===== src/rtl/btn_debounce_if.sv =====
// rtl/btn_debounce_if.sv - button conditioner signal bundle
interface btn_debounce_if;
    logic       btn_raw;
    logic       clr_count;
    logic       btn_level;
    logic       press_pulse;
    logic       release_pulse;
    logic [7:0] press_count;

    modport master (
        output btn_raw,
        output clr_count,
        input  btn_level,
        input  press_pulse,
        input  release_pulse,
        input  press_count
    );

    modport slave (
        input  btn_raw,
        input  clr_count,
        output btn_level,
        output press_pulse,
        output release_pulse,
        output press_count
    );
endinterface


===== src/rtl/btn_debounce.sv =====
// rtl/btn_debounce.sv - push-button synchroniser, debounce FSM, edge strobes and press counter
module btn_debounce #(
    parameter int STABLE_CYCLES = 1000000,
    parameter int CNT_WIDTH     = 20
) (
    input  logic          clk,
    input  logic          rst_n,
    btn_debounce_if.slave bus
);
    localparam logic [CNT_WIDTH-1:0] STABLE_CNT = CNT_WIDTH'(STABLE_CYCLES);
    localparam logic [CNT_WIDTH-1:0] CNT_ONE    = CNT_WIDTH'(1);

    typedef enum logic [1:0] {
        ST_LOW    = 2'd0,
        ST_WAIT_H = 2'd1,
        ST_HIGH   = 2'd2,
        ST_WAIT_L = 2'd3
    } state_t;

    state_t               state_q;
    logic                 sync1_q;
    logic                 sync2_q;
    logic [CNT_WIDTH-1:0] cnt_q;
    logic                 level_q;
    logic                 press_q;
    logic                 release_q;
    logic [7:0]           count_q;
    logic [7:0]           count_inc_d;

    assign count_inc_d = count_q + 8'd1;

    always_ff @(posedge clk or negedge rst_n) begin
        if (!rst_n) begin
            sync1_q <= 1'b0;
            sync2_q <= 1'b0;
        end else begin
            sync1_q <= bus.btn_raw;
            sync2_q <= sync1_q;
        end
    end

    always_ff @(posedge clk or negedge rst_n) begin
        if (!rst_n) begin
            state_q   <= ST_LOW;
            cnt_q     <= '0;
            level_q   <= 1'b0;
            press_q   <= 1'b0;
            release_q <= 1'b0;
            count_q   <= 8'd0;
        end else begin
            press_q   <= 1'b0;
            release_q <= 1'b0;
            if (bus.clr_count) begin
                count_q <= 8'd0;
            end
            case (state_q)
                ST_LOW: begin
                    if (sync2_q) begin
                        state_q <= ST_WAIT_H;
                        cnt_q   <= CNT_ONE;
                    end
                end
                ST_WAIT_H: begin
                    if (!sync2_q) begin
                        state_q <= ST_LOW;
                        cnt_q   <= '0;
                    end else if (cnt_q == STABLE_CNT) begin
                        state_q <= ST_HIGH;
                        level_q <= 1'b1;
                        press_q <= 1'b1;
                        cnt_q   <= '0;
                        // A clear landing on a commit must not swallow that press.
                        count_q <= bus.clr_count ? 8'd1 : count_inc_d;
                    end else begin
                        cnt_q <= cnt_q + CNT_ONE;
                    end
                end
                ST_HIGH: begin
                    if (!sync2_q) begin
                        state_q <= ST_WAIT_L;
                        cnt_q   <= CNT_ONE;
                    end
                end
                ST_WAIT_L: begin
                    if (sync2_q) begin
                        state_q <= ST_HIGH;
                        cnt_q   <= '0;
                    end else if (cnt_q == STABLE_CNT) begin
                        state_q   <= ST_LOW;
                        level_q   <= 1'b0;
                        release_q <= 1'b1;
                        cnt_q     <= '0;
                    end else begin
                        cnt_q <= cnt_q + CNT_ONE;
                    end
                end
                default: begin
                    state_q <= ST_LOW;
                    cnt_q   <= '0;
                end
            endcase
        end
    end

    assign bus.btn_level     = level_q;
    assign bus.press_pulse   = press_q;
    assign bus.release_pulse = release_q;
    assign bus.press_count   = count_q;
endmodule


===== src/flat_wrapper.sv =====
// flat-port wrapper written by rule: the top's interface ports become plain ports
module btn_debounce_flat 
#(
    parameter int STABLE_CYCLES = 1000000,
    parameter int CNT_WIDTH     = 20
)
  (clk, rst_n, bus_btn_raw, bus_clr_count, bus_btn_level, bus_press_pulse, bus_release_pulse, bus_press_count);
  btn_debounce_if bus_i ();
  input  logic clk;
  input  logic rst_n;
  input wire logic [$bits(bus_i.btn_raw)-1:0] bus_btn_raw;
  input wire logic [$bits(bus_i.clr_count)-1:0] bus_clr_count;
  output wire logic [$bits(bus_i.btn_level)-1:0] bus_btn_level;
  output wire logic [$bits(bus_i.press_pulse)-1:0] bus_press_pulse;
  output wire logic [$bits(bus_i.release_pulse)-1:0] bus_release_pulse;
  output wire logic [$bits(bus_i.press_count)-1:0] bus_press_count;
  assign bus_i.btn_raw = bus_btn_raw;
  assign bus_i.clr_count = bus_clr_count;
  assign bus_btn_level = bus_i.btn_level;
  assign bus_press_pulse = bus_i.press_pulse;
  assign bus_release_pulse = bus_i.release_pulse;
  assign bus_press_count = bus_i.press_count;
  btn_debounce #(.STABLE_CYCLES(STABLE_CYCLES), .CNT_WIDTH(CNT_WIDTH)) u_core (.clk(clk), .rst_n(rst_n), .bus(bus_i));
endmodule

===== config.mk =====
export PLATFORM = sky130hd
export DESIGN_NAME = btn_debounce_flat
export DESIGN_NICKNAME = d
export VERILOG_FILES = /design/src/rtl/btn_debounce_if.sv /design/src/rtl/btn_debounce.sv /design/src/flat_wrapper.sv
export SDC_FILE = /design/constraint.sdc
export NUM_CORES = 1
export LEC_CHECK = 0
export ABC_AREA = 1
export CAP_MARGIN = 10
export CORE_MARGIN = 5
export CORE_UTILIZATION = 55
export DETAILED_ROUTE_END_ITERATION = 10
export PLACE_DENSITY = 0.76
export SLEW_MARGIN = 10
export SYNTH_ARGS = -nofsm -noshare
export SYNTH_HDL_FRONTEND = slang
export SYNTH_SLANG_ARGS = --single-unit
export TNS_END_PERCENT = 10

===== constraint.sdc =====
create_clock -name clk -period 1.9 [get_ports clk]
set_clock_uncertainty 0.1 [all_clocks]
set_input_delay 0.285 -clock clk [delete_from_list [all_inputs] [get_ports clk]]
set_output_delay 0.285 -clock clk [all_outputs]
set_load 0.02 [all_outputs]

# Word-level counts from Yosys, hierarchy flattened
# Cells that the tools add are included.
[op_classes]
addsub = 2
eq_ne = 12
reduce_logical = 5
muxes = 28
[ops]
columns = ["cell", "count"]
rows = [
  ["$mux 20", 5],
  ["$pmux 20 s4", 1],
  ["$mux 8", 5],
  ["$add 20x1->20 const B", 1],
  ["$eq 20x20->1 const B", 1],
  ["$mux 2", 6],
  ["$mux 1", 9],
  ["$add 8x1->8 const B", 1],
  ["$ne 2x1->1 const B", 4],
  ["$pmux 2 s4", 1],
  ["$reduce_and 5->1", 1],
  ["$eq 2x2->1 const B", 2],
  ["$ne 2x2->1 const B", 2],
  ["$reduce_and 4->1", 1],
  ["$ne 3x1->1 const B", 1],
  ["$ne 3x3->1 const B", 1],
  ["$eq 2x1->1 const B", 1],
  ["$logic_not 2->1", 1],
  ["$pmux 1 s2", 1],
  ["$reduce_and 2->1", 1],
  ["$reduce_bool 2->1", 1],
]
[word_totals]
out_inout_bits = 11
inputBits = 4
ff_bits = 35
elab_cells = 55

# Longest topological paths before layout
[depth]
ltp_word = 5
depth_mapped = 12
depth_no_buf = 12

# Worst setup path after synthesis
# OpenSTA, ideal clock, no wires.
[synth_path]
path_kind = "register -> register"
start = "register u_core.cnt_q[0]"
end = "register with a tool-made name"
stages_incl_launch_ff = 11
path_buffers = 1
arrival_time_ns = 1.352
synth_period_minus_slack_ns = 1.587
path_slack_ns = 0.313
required_time_ns = 1.665
setup_time_ns = 0.135
path_cell_list = "dfrtp_1 -> inv_1 -> ha_1 -> inv_1 -> nor2_1 -> nand2_1 -> nor2_2 -> nand3_4 -> nand2_4 -> buf_6 -> a31oi_1"
[synth_lines]
columns = ["element", "line", "source"]
rows = [
  ["from (decl)", "btn_debounce.sv:23", "logic [CNT_WIDTH-1:0] cnt_q;"],
  ["from (signal assigned)", "btn_debounce.sv:75", "cnt_q <= cnt_q + CNT_ONE;"],
  ["from (signal assigned)", "btn_debounce.sv:94", "cnt_q <= cnt_q + CNT_ONE;"],
]

# Worst setup path in the final report
[layout_path]
start = "register u_core.cnt_q[1]"
end = "register u_core.count_q[5], in the netlist u_core.bus.press_count[5]"
[layout_via]
elab_chain_cells = 4
[layout_rtl]
columns = ["element", "line", "source"]
rows = [
  ["$eq 20x20->1", "btn_debounce.sv:67", "end else if (cnt_q == STABLE_CNT) begin"],
  ["$mux 8", "btn_debounce.sv:67", ""],
  ["$mux 8", "btn_debounce.sv:64", "if (!sync2_q) begin"],
  ["$mux 8", "btn_debounce.sv:56", "case (state_q)"],
  ["to (signal assigned)", "btn_debounce.sv:73", "count_q <= bus.clr_count ? 8'd1 : count_inc_d;"],
  ["to (decl)", "btn_debounce.sv:27", "logic [7:0] count_q;"],
]
# Every way passes these cells.
# A chain may end at the register's enable or synchronous reset.

==> flow_results.org <==
** Worst setup path
- At the worst endpoint, the required time is 2.05 ns.
- STA classifies the critical path startpoint as a register.
- The critical path is of the register to register type.
- Data arrives at the worst endpoint at 2.01 ns.
- In this run the worst path has a maximum fanout of 6.
- Type of element capturing the critical path :: register

** STA
- Timing would allow up to 0.5382 GHz.
- Final hold violation count :: 0
- The worst pin sits at a relative slew slack of 67.74%.
- Minimum clock period :: 1.858 ns
- Max Slew Vio Count :: 0
- Final WS setup :: 0.04197 ns
- Setup violations remaining at the end of the flow were counted as 0.
- Final period utilization :: 97.79%
- At the pin with the least slew margin, the transition time is 0.4838 ns.
- Setup repair after global routing could not meet its margin everywhere.
- Sum of negative setup slack :: 0 ns

** Power
- Combinational Power Share :: 34.7%
- Internal power :: 1.217 mW
- IR analysis of the VDD net gives a maximum drop of approximately 500 uV.
- Net switching is 37.69% of the power.
- PwrDens :: 827.1 nW/um^2
- Clock power frac :: a little over a fifth
- Static Leak :: 0.9870 nW
- Sequential cells burn a little over two fifths of the power.
- For this design the total switching power over the nets is 0.7363 mW.

** Detailed routing
- Antenna Violating Nets Remaining :: 0
- Routed length per placed instance :: between 10 and 15 um
- Average vias per placed instance :: 5.328
- Wire length after detailed routing :: 4.257 mm
- Pre-antenna DRT Iters :: 4
- For this block, the initial DRC count from the detailed router was 125.
- The detailed router placed 1721 vias in this run.
- DRC violation count after routing :: 0

** Synthesis
- Synthesis inferred 35 register bits.
- The synthesized netlist occupies a cell area of 1999 sq um.
- A synthesized cell averages a little over 8 sq um.
- Portion of the post-synthesis area used by sequential elements :: 43.80%
- When the netlist entered floorplanning its net count stood at between 200 and 300.
- Yosys synthesis warning count :: 0
- After synthesis, the netlist uses 32 different library cells.
- Post-Synthesis Cells :: 246

** CTS
- For this design, the sink count on the clock tree is 35.
- TritonCTS clock tree :: built
- Clock-pin slew was measured on the worst setup and hold paths at 0.12 ns.
- Clock latency on the worst-skew pair, taken at its later pin, is 0.36 ns.
- The clock passes through at most 2 buffers.
- TritonCTS created 5 clock buffers.
- Clock tree synthesis selected as its root buffer the cell sky130_fd_sc_hd__clkbuf_4.
- CTS H-tree depth :: 2

** Status
- Run status :: complete, no violations

** Layout
- The post-route netlist has 20.36% of its cells at a drive strength greater than 1.
- Most used cells in the layout excluding fill and tap cells :: sky130_fd_sc_hd__nand2_1 (51), sky130_fd_sc_hd__dfrtp_1 (35), sky130_fd_sc_hd__inv_1 (26)
- Most common library cell in the layout ignoring fill and taps :: sky130_fd_sc_hd__nand2_1
- The count of cells in the finished layout, fillers not included, comes to 323.
- Antenna Cells :: 0
- Fin area :: 2362 sq um
- Layout overhead on the synthesized area :: 18.15%
- Fillers :: 307
- At the end of the flow, the number of nets in the layout was 281.

** Floorplan
- Starting density of the core :: 55.87%
- The die covers between 4000 and 5000 sq um.
- Count of pins on the block boundary :: 15
- Horizontal extent of the die :: 70.30 um
- The floorplan has 22 rows.
- Measured along the y axis, the die boundary spans 70.30 um.
- In this run the standard cell core region covers 3578 sq um.

** Placed design
- The wire-length estimate of the detail-placed layout is a little under 3 mm.
- OpenSTA, run right after detailed placement, puts the worst setup slack at 0.05997 ns.
- After detailed placement, the total cell area comes to 2202 sq um.
- DP Cell Count :: between 300 and 400
- The congestion estimate from routability-driven global placement came to 0.8768.
- Port buffering added 14 buffers.

** Global routing
- Number of global-route vias before repair :: between 1500 and 2000
- Initial antenna violation count :: 0
- Aggregate global-route resource usage :: 18.21%
- Largest net degree at the start of global routing :: 19
- Global-route wire length before repair :: 7.155 mm
- After global routing the overflow that remains totals 0.

** Job
- Max-Cap Viols :: 0

** Hold path
- The worst hold path belongs to the class input port to register.
## worst max-delay path: stages, from the launching register on
cell,delay [ns]
sky130_fd_sc_hd__dfrtp_1,0.42
sky130_fd_sc_hd__inv_2,0.09
sky130_fd_sc_hd__ha_4,0.13
sky130_fd_sc_hd__inv_2,0.04
sky130_fd_sc_hd__nor2_2,0.09
sky130_fd_sc_hd__nand2_1,0.07
sky130_fd_sc_hd__nor2_2,0.17
sky130_fd_sc_hd__nand3_4,0.18
sky130_fd_sc_hd__nor2_4,0.19
sky130_fd_sc_hd__nand2_1,0.06
sky130_fd_sc_hd__nor2_1,0.13
sky130_fd_sc_hd__nor3_2,0.05
## sequential cells by signal (all words and copies together), names as in the netlist, named ones only
signal / cells
u_core.bus.btn_level: 1
u_core.sync2_q: 1
u_core.cnt_q: 20
u_core.bus.press_pulse: 1
u_core.bus.press_count: 8
u_core.sync1_q: 1
u_core.bus.release_pulse: 1
u_core.state_q: 1
## stage by stage
step | util [%] | hold slack [ns] | power (mW)
final | 66.01 | 0.2605 | 1.954
after global routing | 66.01 | 0.2498 | 2.068
after CTS | 63.32 | 0.2525 | 1.767
after detailed placement | 61.54 | 0.1668 | 1.355
after global placement | 61.54 | 0.1590 | 1.339
after floorplan | - | -0.1106 | 1.238
## layout make-up
cell class | count | area (sq um) | area share, %
clock inverter | 2 | 12.51 | 0.5297
multi-input combinational | 174 | 1005 | 42.53
inverter | 34 | 130.1 | 5.508
clock buffer | 6 | 41.29 | 1.748
sequential | 35 | 875.8 | 37.08
tap | 48 | 60.06 | 2.542
timing repair buffer | 24 | 237.7 | 10.06
## logic make-up after synthesis
logic type      count (synthesis)  share of synthesized area [%]
buf+inv                        37                          7.509
compound gates                 41                          12.14
fa+ha+maj                       3                          1.878
flops                          35                          43.80
simple gates                  124                          32.04
xor+xnor                        6                          2.628
## cell usage after synthesis (all sizes together)
| master | instances | area share (%) |
|---|---|---|
| inv | 34 | 6.5 |
| a21oi | 15 | 3.8 |
| o211ai | 1 | 0.38 |
| nor3 | 7 | 2.5 |
| nand4 | 5 | 1.6 |
| or2 | 1 | 0.31 |
| xnor2 | 1 | 0.44 |
| nor4 | 1 | 0.31 |
| ha | 3 | 1.9 |
| dfrtp | 35 | 44 |
| clkbuf | 1 | 0.19 |
| nor2 | 38 | 10 |
| nand2 | 53 | 11 |
| o22ai | 6 | 1.9 |
| nand3 | 19 | 6.6 |
| o31ai | 1 | 1.1 |
| a22oi | 2 | 1.0 |
| xor2 | 5 | 2.2 |
| o21ai | 15 | 3.8 |
| buf | 2 | 0.81 |
| a31oi | 1 | 0.31 |
## routing by layer
metal  vias up  GRT usage, %  wire length, um
met1       803         24.00             1945
met2        45         27.75             2025
li1        862             -                -
met5         -             0                0
met4         0         7.447               94
met3        11         5.468              191
## power groups by stage
| stage | Clock, mW | Combinational (mW) | Sequential (mW) |
|---|---|---|---|
| 2_1_floorplan | 0 | 0.377 | 0.861 |
| 3_3_place_gp | 0 | 0.469 | 0.871 |
| 3_5_place_dp | 0 | 0.478 | 0.876 |
| 4_1_cts | 0.424 | 0.481 | 0.862 |
| 5_1_grt | 0.463 | 0.736 | 0.870 |
| 6_report | 0.418 | 0.677 | 0.858 |
## final timing paths
path | start | to | slack [ns] | cells past startpoint
setup reg to reg | u_core.cnt_q[1] | u_core.bus.press_count[5] | 0.04 | 11
setup / recovery | u_core.cnt_q[1] | u_core.bus.press_count[5] | 0.04 | 11
hold reg to reg | u_core.sync1_q | u_core.sync2_q | 0.27 | 0
min in group asynchronous | rst_n | u_core.bus.press_count[7] | 0.30 | 2
hold / removal | bus_btn_raw | u_core.sync1_q | 0.26 | 1
max in group asynchronous | rst_n | u_core.cnt_q[0] | 0.94 | 3
## timing repair
item,in CTS,in global routing
hold endpoints to repair,17,0
hold buffers,1,0
buffers inserted,0,7
gates resized for setup,0,9
endpoints found under the setup margin,0,20
(Power assumes the default switching activity.)
==> patch 1: new RTL, config.mk and constraints unchanged <==
The 4 states of `state_t` get a one-hot encoding in 4 bits.
--- a/src/rtl/btn_debounce.sv
+++ b/src/rtl/btn_debounce.sv
@@ -10,11 +10,11 @@
     localparam logic [CNT_WIDTH-1:0] STABLE_CNT = CNT_WIDTH'(STABLE_CYCLES);
     localparam logic [CNT_WIDTH-1:0] CNT_ONE    = CNT_WIDTH'(1);
 
-    typedef enum logic [1:0] {
-        ST_LOW    = 2'd0,
-        ST_WAIT_H = 2'd1,
-        ST_HIGH   = 2'd2,
-        ST_WAIT_L = 2'd3
+    typedef enum logic [3:0] {
+        ST_LOW    = 4'b0001,
+        ST_WAIT_H = 4'b0010,
+        ST_HIGH   = 4'b0100,
+        ST_WAIT_L = 4'b1000
     } state_t;
 
     state_t               state_q;
Formal check against the unedited RTL: same outputs for any inputs over 10 cycles, from zero or initial values and one cycle with rst_n low; not proved beyond that.
==> patch 1 against the unedited design <==
Wire length rose by 12%. Design area rose by 11%. Sequential share of layout area fell by 1.7 points. Largest cell class unchanged. Sequential cell count rose by 2. Setup slack improved by 0.060 ns. Area after synthesis rose by 10%. Via count rose by 14%. Power rose by 16%. Global-route usage rose by 1.1 points.
==> patch 1: results (changes against the unedited design) <==
stage;metric;value;unit;change
outcome;status;complete, no violations;;unchanged
cells_and_area;clock buffer count;7;;was 6
worst_hold_path;hold path endpoint;u_core.sync2_q$_DFF_PN0_;;was u_core.sync1_q$_DFF_PN0_
cells_and_area;multi-input gate share of total cell area;43.3;%;was 42.5%
yosys;ranking of synthesized cells by area;dfrtp_1, nand2_1, nor2_1;;was dfrtp_1, nand2_1, inv_1
yosys;Seq/Total Area, Yosys;42.0;%;was 43.8%
critical_path;Critical Path End Type;register;;unchanged
cells_and_area;NonClk Buf Share;8.60;%;was 10.1%
critical_path;R2R setup slack;0.10;ns;was 0.04 ns
routing;DRT Wirelength;4780;um;was 4260 um
grt;vias in the first global route;1843;;was 1552
cells_and_area;# fillers;353;;was 307
grt;GRT Total Usage;19.3;%;was 18.2%
power;maximum VDD drop;0.414;mV;was 0.490 mV
cells_and_area;final-layout clock-cell area share;3.87;%;was 2.28%
place;dpl hpwl;3580;um;was 2960 um
clock_tree;clk_lat worst skew;0.29;ns;was 0.36 ns
routing;Iter 0 DRT Violations;102;;was 125
yosys;Synth cell types;34;;was 32
power;Pint;0.00144;W;was 0.00122 W
timing;Slew headroom;70.7;%;was 67.7%
cells_and_area;nets;332;;was 281
yosys;average cell area after synthesis;7.43;um2;was 8.13 um2
yosys;Synth top cells by count;nand2_1, nor2_1, inv_1, dfrtp_1, nand3_1;;was nand2_1, dfrtp_1, inv_1, nor2_1, a21oi_1
clock_tree;Clock Sinks;37;;was 35
yosys;Post-Syn Nets;304;;was 253
cells_and_area;Seq area share;35.4;%;was 37.1%
worst_hold_path;worst hold stages;0;;was 1
cells_and_area;layout cells sized above 1;16.6;%;was 20.4%
critical_path;worst endpoint required time;2.02;ns;was 2.05 ns
grt;pin count of the biggest net entering global routing;21;;was 19
clock_tree;htree depth;2;;unchanged
grt;first-pass GRT wire length;8150;um;was 7160 um
critical_path;reg2reg path depth;10;;was 11
place;GPL Wtd Cong;0.866;;was 0.877
critical_path;Worst Path Arrival;1.92;ns;was 2.01 ns
power;Static Leakage;1.16;nW;was 0.987 nW
routing;Via Count;1963;;was 1721
critical_path;family with the most delay on the worst path;simple AND/OR/NAND/NOR gates;;unchanged
yosys;Post-Synth XOR/XNOR Area;0.794;%;was 2.63%
worst_hold_path;Worst Hold Launch;u_core.sync1_q$_DFF_PN0_;;was bus_btn_raw
place;Inst Count DP;366;;was 307
cells_and_area;most flop-heavy register;u_core.cnt_q;;unchanged
yosys;post-synthesis compound-gate area fraction;8.16;%;was 12.1%
cells_and_area;comb_multi_in;213;;was 174
clock_tree;Clock transition at path regs;0.08;ns;was 0.12 ns
cells_and_area;Non-clk invs;44;;was 34
critical_path;maximum fanout along the worst path;11;;was 6
yosys;post-synthesis adder-cell area fraction;1.70;%;was 1.88%
-- patch 1: routing by layer --
metal / share of wire, % / routed length [um] / global-route usage (%)
met5: 0 / 0 / 0
met4: 0.96 / 46 / 6.04
met3: 4.4 / 208 / 3.69
met2: 50 / 2390 / 32.5
met1: 45 / 2130 / 25.1
-- patch 1: power by group through the flow --
stage / Clock [W] / Sequential [W] / Combinational [W]
6_report: 0.000610 / 0.000916 / 0.000739
5_1_grt: 0.000650 / 0.000928 / 0.000827
4_1_cts: 0.000622 / 0.000915 / 0.000709
3_5_place_dp: 0 / 0.000930 / 0.000697
3_3_place_gp: 0 / 0.000926 / 0.000684
2_1_floorplan: 0 / 0.000927 / 0.000557
-- patch 1: metrics by stage --
step | setup slack, ns | instance area, um2
2_1_floorplan | 0.162 | 2210
3_3_place_gp | 0.0981 | 2450
3_5_place_dp | 0.00742 | 2450
4_1_cts | -0.0156 | 2560
5_1_grt | -0.0158 | 2620
6_report | 0.102 | 2620
==> patch 2: new RTL, config.mk and constraints unchanged <==
Without the edit above. `STABLE_CYCLES` is set to 1000000 in 2 places; all go to 500000.
--- a/src/rtl/btn_debounce.sv
+++ b/src/rtl/btn_debounce.sv
@@ -1,6 +1,6 @@
 // rtl/btn_debounce.sv - push-button synchroniser, debounce FSM, edge strobes and press counter
 module btn_debounce #(
-    parameter int STABLE_CYCLES = 1000000,
+    parameter int STABLE_CYCLES = 500000,
     parameter int CNT_WIDTH     = 20
 ) (
     input  logic          clk,
--- a/src/flat_wrapper.sv
+++ b/src/flat_wrapper.sv
@@ -1,7 +1,7 @@
 // flat-port wrapper written by rule: the top's interface ports become plain ports
 module btn_debounce_flat 
 #(
-    parameter int STABLE_CYCLES = 1000000,
+    parameter int STABLE_CYCLES = 500000,
     parameter int CNT_WIDTH     = 20
 )
   (clk, rst_n, bus_btn_raw, bus_clr_count, bus_btn_level, bus_press_pulse, bus_release_pulse, bus_press_count);
Check against the original RTL: same outputs for any inputs over 10 cycles, from zero or initial values and one cycle with rst_n low; that may be too few to reach the edited logic, so the function may still have changed.
==> patch 2 against the unedited design <==
Area after synthesis shrank 5.3%. Clock power grew 35%. Fmax grew 3.0%. Design area shrank 6.9%. Wire length shrank 15%. Die area shrank 4.5%. Setup slack gained 0.054 ns. Synthesized cell count shrank 0.81%. Sequential share of layout area grew 2.8 points. Sequential cell count is the same. Power shrank 7.2%. Largest cell class is now sequential cells. Highest routed layer unchanged.
==> patch 2: results (changes against the unedited design) <==
stage;metric;value;unit;change
power;clock power share;31.2;%;was 21.4%
routing;Vias/cell;5.19;;was 5.33
critical_path;maximum fanout along the worst path;5;;was 6
place;pre-CTS setup slack;0.179;ns;was 0.0600 ns
critical_path;Setup crit end;bus_press_count[4];;was u_core.bus.press_count[5]$_DFF_PN0_
grt;vias in the first global route;1595;;was 1552
yosys;post-synthesis compound-gate area fraction;12.0;%;was 12.1%
critical_path;Setup crit start;u_core.bus.press_count[4]$_DFF_PN0_;;was u_core.cnt_q[1]$_DFFE_PN0P_
grt;M2 GR Usage;30.4;%;was 27.8%
timing;worst hold slack;0.244;ns;was 0.261 ns
grt;first-pass GRT wire length;6590;um;was 7160 um
critical_path;family with the most delay on the worst path;buffers and inverters;;was simple AND/OR/NAND/NOR gates
clock_tree;clk_lat worst skew;0.34;ns;was 0.36 ns
critical_path;reg2reg path depth;10;;was 11
timing;f_max;554;MHz;was 538 MHz
critical_path;Worst R2R End;u_core.cnt_q[16]$_DFFE_PN0P_;;was u_core.bus.press_count[5]$_DFF_PN0_
critical_path;R2R setup slack;0.21;ns;was 0.04 ns
yosys;Synth top cells by count;nand2_1, dfrtp_1, nor2_1, inv_1, nand3_1;;was nand2_1, dfrtp_1, inv_1, nor2_1, a21oi_1
worst_hold_path;worst min-delay path class;in -> async;;was in -> reg
critical_path;slowest CP cell;clkdlybuf4s50_1;;was dfrtp_1
grt;met3 Usage GRT;6.00;%;was 5.47%
routing;WL/cell;11.5;um;was 13.2 um
routing;met2 wire length;1710;um;was 2030 um
outcome;status;complete, no violations;;unchanged
yosys;post-synthesis adder-cell area fraction;1.98;%;was 1.88%
grt;met1 GRT Util;23.3;%;was 24.0%
yosys;ranking of synthesized cells by area;dfrtp_1, nand2_1, nor2_1;;was dfrtp_1, nand2_1, inv_1
place;dpl hpwl;2570;um;was 2960 um
routing;routed wl met3;168;um;was 191 um
grt;GRT Total Usage;19.0;%;was 18.2%
yosys;Post-Syn Nets;251;;was 253
yosys;Seq/Total Area, Yosys;46.2;%;was 43.8%
critical_path;CP peak stage delay;0.64;ns;was 0.42 ns
routing;Iter 0 DRT Violations;95;;was 125
power;Pint;0.00124;W;was 0.00122 W
routing;WL met1;1670;um;was 1950 um
power;maximum VDD drop;0.733;mV;was 0.490 mV
yosys;Post-Synth XOR/XNOR Area;2.77;%;was 2.63%
power;P_seq;0.000832;W;was 0.000858 W
## patch 2: worst reg2reg max path: cells and delay by family, from the launching register on
kind | cells | cell delay (ns)
AO/OA/AOI/OAI | 1 | 0.06
adder cells (fa/ha/maj) | 1 | 0.19
flip-flops | 1 | 0.39
AND/OR/NAND/NOR | 8 | 0.85
## patch 2: layout make-up
cell class / count / area [um2] / share of cell area (%)
multi-input cells: 171 / 873 / 39.7
well taps: 46 / 57.6 / 2.62
flip-flops and latches: 35 / 876 / 39.8
inverters: 36 / 135 / 6.15
repair buffers: 18 / 170 / 7.74
clock buffers: 6 / 51.3 / 2.33
clock inverters: 2 / 35.0 / 1.59
## patch 2: metrics by stage
stage,power (W),cells,util [%],instance area [um2]
finish,0.00181,314,65.9,2200
global route,0.00193,314,65.9,2200
CTS,0.00184,314,65.7,2190
detailed placement,0.00127,306,63.1,2110
global placement,0.00126,306,63.1,2110
floorplan,0.00115,244,-,1890
